## src/rtl/booth_digit_seq_pkg.sv

```systemverilog
// Shared definitions for the sequential radix-4 Booth recoder: default sizes,
// control state encoding and the Booth triplet codes.
package booth_digit_seq_pkg;

  localparam int WIDTH_DEF = 16;
  localparam int NDIG_DEF  = WIDTH_DEF / 2;
  localparam int IDXW_DEF  = 4;

  typedef enum logic {
    ST_IDLE = 1'b0,
    ST_RUN  = 1'b1
  } state_e;

  // Triplet {y[2i+1], y[2i], y[2i-1]} and the multiple it selects
  localparam logic [2:0] BD_ZERO_A = 3'b000;
  localparam logic [2:0] BD_P1_A   = 3'b001;
  localparam logic [2:0] BD_P1_B   = 3'b010;
  localparam logic [2:0] BD_P2     = 3'b011;
  localparam logic [2:0] BD_M2     = 3'b100;
  localparam logic [2:0] BD_M1_A   = 3'b101;
  localparam logic [2:0] BD_M1_B   = 3'b110;
  localparam logic [2:0] BD_ZERO_B = 3'b111;

endpackage

```

## src/rtl/booth_digit_seq_tri.sv

```systemverilog
// Booth triplet extraction: the two low operand bits plus the guard bit
// that holds the previous pair's upper bit.
module booth_tri_extract (
  input  logic [1:0] sr_lo_i,
  input  logic       g_i,
  output logic [2:0] dig_y_o
);

  assign dig_y_o = {sr_lo_i, g_i};

endmodule

```

## src/rtl/booth_digit_seq.sv

```systemverilog
// Sequential radix-4 Booth recoder: takes one multiplier operand per
// handshake and streams one triplet per accepted cycle, LSB digit first.
module booth_digit_seq
  import booth_digit_seq_pkg::*;
#(
  parameter int WIDTH = WIDTH_DEF,
  parameter int NDIG  = WIDTH / 2,
  parameter int IDXW  = IDXW_DEF
) (
  input  logic             clk,
  input  logic             rst,
  input  logic             flush,
  input  logic             op_valid,
  output logic             op_ready,
  input  logic [WIDTH-1:0] op_y,
  input  logic             op_msub,
  input  logic             op_signed,
  output logic             dig_valid,
  input  logic             dig_ready,
  output logic [2:0]       dig_y,
  output logic             dig_msub,
  output logic [IDXW-1:0]  dig_idx,
  output logic             dig_first,
  output logic             dig_last,
  output logic             busy
);

  state_e            state_q, state_d;
  logic [WIDTH+1:0]  sr_q, sr_d;
  logic              g_q, g_d;
  logic [IDXW-1:0]   idx_q, idx_d;
  logic [IDXW-1:0]   lidx_q, lidx_d;
  logic              msub_q, msub_d;
  logic              valid_q, valid_d;
  logic [2:0]        y_q, y_d;
  logic              first_q, first_d;
  logic              lastf_q, lastf_d;
  logic              accept_s;
  logic              load_s;
  logic [2:0]        tri_s;

  assign accept_s = valid_q && dig_ready;
  assign op_ready = !flush && ((state_q == ST_IDLE) || (accept_s && lastf_q));
  assign load_s   = op_valid && op_ready;

  // Control and operand next state: flush > load > advance > hold
  always_comb begin
    state_d = state_q;
    sr_d    = sr_q;
    g_d     = g_q;
    idx_d   = idx_q;
    lidx_d  = lidx_q;
    msub_d  = msub_q;
    valid_d = valid_q;
    if (flush) begin
      state_d = ST_IDLE;
      sr_d    = '0;
      g_d     = 1'b0;
      idx_d   = '0;
      msub_d  = 1'b0;
      valid_d = 1'b0;
    end else if (load_s) begin
      state_d = ST_RUN;
      sr_d    = op_signed ? {{2{op_y[WIDTH-1]}}, op_y} : {2'b00, op_y};
      g_d     = 1'b0;
      idx_d   = '0;
      lidx_d  = op_signed ? IDXW'(NDIG - 1) : IDXW'(NDIG);
      msub_d  = op_msub;
      valid_d = 1'b1;
    end else if (accept_s) begin
      if (lastf_q) begin
        state_d = ST_IDLE;
        sr_d    = '0;
        g_d     = 1'b0;
        idx_d   = '0;
        msub_d  = 1'b0;
        valid_d = 1'b0;
      end else begin
        sr_d  = {{2{sr_q[WIDTH+1]}}, sr_q[WIDTH+1:2]};
        g_d   = sr_q[1];
        idx_d = idx_q + IDXW'(1);
      end
    end else begin
      state_d = state_q;
    end
  end

  booth_tri_extract u_tri (
    .sr_lo_i (sr_d[1:0]),
    .g_i     (g_d),
    .dig_y_o (tri_s)
  );

  // Digit presentation derived from the next operand state
  always_comb begin
    y_d     = valid_d ? tri_s : 3'b000;
    first_d = valid_d && (idx_d == '0);
    lastf_d = valid_d && (idx_d == lidx_d);
  end

  // State and registered outputs
  always_ff @(posedge clk or posedge rst) begin
    if (rst) begin
      state_q <= ST_IDLE;
      sr_q    <= '0;
      g_q     <= 1'b0;
      idx_q   <= '0;
      lidx_q  <= '0;
      msub_q  <= 1'b0;
      valid_q <= 1'b0;
      y_q     <= 3'b000;
      first_q <= 1'b0;
      lastf_q <= 1'b0;
    end else begin
      state_q <= state_d;
      sr_q    <= sr_d;
      g_q     <= g_d;
      idx_q   <= idx_d;
      lidx_q  <= lidx_d;
      msub_q  <= msub_d;
      valid_q <= valid_d;
      y_q     <= y_d;
      first_q <= first_d;
      lastf_q <= lastf_d;
    end
  end

  assign dig_valid = valid_q;
  assign dig_y     = y_q;
  assign dig_msub  = msub_q;
  assign dig_idx   = idx_q;
  assign dig_first = first_q;
  assign dig_last  = lastf_q;
  assign busy      = (state_q == ST_RUN);

endmodule

```

## config.mk

```make
export PLATFORM = sky130hd
export DESIGN_NAME = booth_digit_seq
export DESIGN_NICKNAME = d
export VERILOG_FILES = /design/src/rtl/booth_digit_seq_pkg.sv /design/src/rtl/booth_digit_seq_tri.sv /design/src/rtl/booth_digit_seq.sv
export SDC_FILE = /design/constraint.sdc
export NUM_CORES = 1
export LEC_CHECK = 0
export CAP_MARGIN = 5
export CORE_ASPECT_RATIO = 2
export CORE_MARGIN = 10
export CORE_UTILIZATION = 40
export DETAILED_ROUTE_END_ITERATION = 8
export PLACE_DENSITY_LB_ADDON = 0.3
export SETUP_SLACK_MARGIN = 0.15
export SYNTH_ARGS = -nofsm -noshare
export SYNTH_HDL_FRONTEND = slang
export SYNTH_HIERARCHICAL = 1
export SYNTH_SLANG_ARGS = --single-unit
```

## constraint.sdc

```tcl
create_clock -name clk -period 2.2 [get_ports clk]
set_input_delay 0.44 -clock clk [delete_from_list [all_inputs] [get_ports clk]]
set_output_delay 0.44 -clock clk [all_outputs]
set_load 0.05 [all_outputs]
```

==> impl_metrics.prom <==
# TYPE chip_impl_metric gauge
chip_impl_info{name="setup.worst_path.start_class",value="input pin"} 1
chip_impl_metric{name="crit_path_max_fanout",unit=""} 3
chip_impl_info{name="hold_path.class",value="reg -> reg"} 1
chip_impl_metric{name="p_leak",unit="nW"} 1.15
chip_impl_metric{name="clock_skew",unit="ns"} 0.00234
chip_impl_metric{name="data_required_time_of_the_worst_path",unit="ns"} 2.39
chip_impl_metric{name="detailedRoute.firstIterationViolations",unit=""} 59
chip_impl_metric{name="cts-root-to-sink-buffers",unit=""} 2
chip_impl_metric{name="die_height",unit="µm"} 113
chip_impl_metric{name="post-route-util",unit="%"} 56.0
chip_impl_info{name="criticalPathCategory",value="in -> reg"} 1
chip_impl_info{name="ctsRootBufferMaster",value="clkbuf_8"} 1
chip_impl_metric{name="synth_nets",unit=""} 204
chip_impl_info{name="timing.rr.end",value="dig_last"} 1
chip_impl_metric{name="synth.yosys.seq_area_share",unit="%"} 50.4
chip_impl_metric{name="synth_async_sr_flop_share",unit="%"} 100
chip_impl_metric{name="yosysUniqueCellTypes",unit=""} 34
chip_impl_metric{name="groute.layer.met3.usage",unit="%"} 4.15
chip_impl_info{name="tritoncts_clock_tree",value="built"} 1
chip_impl_metric{name="num_antenna_cells",unit=""} 0
chip_impl_metric{name="report.power.total",unit="mW"} 1.41
chip_impl_metric{name="grt_antenna_before_repair",unit=""} 0
chip_impl_metric{name="synth-edff-count",unit=""} 0
chip_impl_metric{name="globalRouteOverflowTotal",unit=""} 0
chip_impl_metric{name="worst_slack",unit="ns"} 0.239
chip_impl_metric{name="timing_max_transition_violations_final",unit=""} 0
chip_impl_metric{name="preCtsSetupSlack",unit="ns"} -0.155
chip_impl_metric{name="rr_worst_depth",unit=""} 6
chip_impl_metric{name="cts-hold-fix-buffers",unit=""} 0
chip_impl_metric{name="num_rows",unit=""} 33
chip_impl_info{name="synthFlopType",value="dfrtp_1"} 1
chip_impl_metric{name="max_clock_freq",unit="GHz"} 0.510
chip_impl_metric{name="timing.final.hold_violations",unit=""} 0
chip_impl_metric{name="h-tree-depth",unit=""} 2
chip_impl_metric{name="io_pins",unit=""} 36
chip_impl_metric{name="detailedRoute.firstPassIterationCount",unit=""} 4
chip_impl_metric{name="vdd.ir_drop.worst",unit="mV"} 0.444
chip_impl_metric{name="cts.sink_count",unit=""} 35
chip_impl_metric{name="finalCritPeriodShare",unit="%"} 89.1
chip_impl_metric{name="grtUsageMet1",unit="%"} 13.3
chip_impl_metric{name="layout.filler_cells",unit=""} 383
chip_impl_metric{name="report.final.setup_viol",unit=""} 0
chip_impl_metric{name="dpl-instance-area",unit="mm²"} 0.00222
chip_impl_metric{name="numCtsBuffers",unit=""} 5
chip_impl_metric{name="syn-cell-area",unit="mm²"} 0.00174
chip_impl_metric{name="grt_pass1_vias",unit=""} 1541
chip_impl_metric{name="post_drt_via_cell_ratio",unit=""} 5.19
chip_impl_metric{name="syn_avg_cell_area",unit="µm²"} 9.65
chip_impl_metric{name="worst_slew_margin",unit="%"} 55.5
chip_impl_metric{name="total_number_of_nets_in_the_final_design",unit=""} 250
chip_impl_metric{name="pin_count_of_the_biggest_net_entering_global_routing",unit=""} 36
chip_impl_metric{name="synth.ff_latch_count",unit=""} 35
chip_impl_metric{name="pwr_density_cell",unit="mW/mm²"} 603
chip_impl_info{name="critPathCaptureType",value="flip-flop"} 1
chip_impl_metric{name="ff2ff_setup_slack",unit="ns"} 0.39
chip_impl_info{name="setup_repair_after_global_routing_missed_its_margin",value="false"} 1
chip_impl_metric{name="maxCapViolCount",unit=""} 0
chip_impl_metric{name="area_of_the_die",unit="mm²"} 0.00754
chip_impl_metric{name="worst_pin_slew",unit="ns"} 0.667
chip_impl_info{name="crit-reg2reg-launch",value="dig_valid"} 1
chip_impl_metric{name="core",unit="mm²"} 0.00417
chip_impl_metric{name="yosys_warnings",unit=""} 6
chip_impl_info{name="critPathLaunch",value="dig_ready"} 1
chip_impl_metric{name="dp.final_hpwl",unit="µm"} 3150
chip_impl_metric{name="arrival",unit="ns"} 2.15
chip_impl_metric{name="grt_pass1_wl",unit="µm"} 7330
chip_impl_metric{name="wl_per_cell",unit="µm"} 15.5
chip_impl_metric{name="place_congestion",unit=""} 0.794
chip_impl_metric{name="drc",unit=""} 0
chip_impl_metric{name="drt-total-wl",unit="µm"} 4320
chip_impl_info{name="gr-max-usage-layer",value="met2"} 1
chip_impl_info{name="endpoint",value="dig_last"} 1
chip_impl_metric{name="period_needed",unit="ns"} 1.96
chip_impl_metric{name="clkLatencyLatePin",unit="ns"} 0.28
chip_impl_metric{name="initial_utilization",unit="%"} 41.6
chip_impl_metric{name="via_count",unit=""} 1447
chip_impl_info{name="outcome",value="complete, no violations"} 1
chip_impl_metric{name="area_growth_syn_to_layout",unit="%"} 34.5
chip_impl_metric{name="global_routing_usage_summed_across_all_routing_layers",unit="%"} 12.2
chip_impl_metric{name="ant_nets",unit=""} 0
chip_impl_metric{name="dieWidth",unit="µm"} 66.6
chip_impl_metric{name="final_layout_size_suffix_gt1_share",unit="%"} 16.3
chip_impl_metric{name="use_met2",unit="%"} 19.9
chip_impl_metric{name="port_buffers",unit=""} 35
chip_impl_metric{name="clk_transition_reported_paths",unit="ns"} 0.07
chip_impl_metric{name="finish.instance_area",unit="mm²"} 0.00234
chip_impl_info{name="hold_start",value="sr_q[2]"} 1
chip_impl_metric{name="cells_after_synthesis",unit=""} 180
==> power breakdown <==
group          switching (mW)  internal, mW  leakage (nW)
combinational           0.147         0.126         0.639
clock                   0.218         0.222        0.0422
sequential             0.0230         0.674         0.470
total                   0.388          1.02          1.15
==> per-stage QoR <==
| step | TNS [ns] | cells | hold slack, ns |
|---|---|---|---|
| 4_1_cts | 0 | 278 | 0.501 |
| 6_report | 0 | 279 | 0.499 |
| 3_5_place_dp | -2.18 | 270 | 0.479 |
| 3_3_place_gp | -1.80 | 270 | 0.460 |
| 5_1_grt | 0 | 279 | 0.526 |
| 2_1_floorplan | 0 | 180 | 0.446 |
==> metal layers <==
metal,share of wire [%],vias to the layer above
li1,-,712
met1,40,694
met2,50,32
met3,6.4,9
met4,3.2,0
met5,0,-
==> registers in the layout, summed over array words and instances, names as in the netlist <==
register   cells
sr_q          18
dig_idx        4
lidx_q         4
dig_last       1
dig_valid      1
dig_y          3
busy           1
g_q            1
dig_msub       1
dig_first      1
==> synthesized netlist by cell type, types with 2 or more instances <==
cell	instances	area, µm²
nand2_1	39	146
dfrtp_1	35	876
nand3_1	17	85.1
a22o_1	16	140
a21oi_1	6	30.0
inv_1	6	22.5
nor2_1	6	22.5
buf_2	5	25.0
clkbuf_1	5	18.8
nor3_1	5	25.0
a211oi_1	4	30.0
and2_1	4	25.0
buf_4	3	22.5
nand2b_1	3	18.8
nor3b_1	3	22.5
xnor2_1	3	26.3
and3_1	2	12.5
mux2i_4	2	45.0
==> repair_timing <==
action / CTS / global route
gates resized for setup: 2 / 6
setup buffers: 0 / 1
setup endpoints to repair: 4 / 6
==> logic make-up (layout without fill, tap and decap cells) <==
kind of cell             after synthesis  after routing  share of synthesized area (%)
AO/OA/AOI/OAI                         31             31                           13.6
XOR/XNOR                               4              4                           2.02
adder cells (fa/ha/maj)                1              1                          0.720
buffers and inverters                 20             67                           5.76
flip-flops                            35             35                           50.4
multiplexers                           4              4                           3.82
AND/OR/NAND/NOR                       85             85                           23.6
==> critical path: stages <==
cell             delay (ns)
clkdlybuf4s50_1        0.49
nand3_2                0.09
buf_4                  0.16
a211oi_2               0.31
mux2i_1                0.31
xnor2_1                0.11
nor4_2                 0.24
==> worst min-delay path by stage <==
stage / endpoint / cells past startpoint / slack [ns]
finish: sr_q[2] / 1 / 0.50
global route: sr_q[17] / 2 / 0.53
CTS: sr_q[2] / 1 / 0.50
detailed placement: sr_q[2] / 1 / 0.48
global placement: sr_q[17] / 2 / 0.46
floorplan: sr_q[17] / 2 / 0.45
==> layout by cell type, fill, tap and decap left out, types with 2 or more instances in the layout <==
master,instances
a211oi_1,2
a211oi_2,2
buf_4,17
inv_1,6
and2_1,4
dfrtp_2,2
nand2b_1,3
a22o_1,16
clkbuf_1,2
clkbuf_8,5
mux2i_4,2
dfrtp_1,33
and3_1,2
a21oi_2,2
nor2_1,6
xnor2_1,3
dlymetal6s2s_1,3
nor3b_1,3
clkdlybuf4s50_1,30
a21oi_1,4
nand2_1,39
nand3_1,17
nor3_1,5
==> cell type report <==
class	count	area (µm²)	area share [%]
inverters	6	22.5	0.964
clock buffers	7	76.3	3.27
well taps	52	65.1	2.79
repair buffers	53	505	21.6
multi-input cells	125	783	33.5
clock inverters	1	5.00	0.214
flip-flops and latches	35	878	37.6
(Power assumes the default switching activity.)
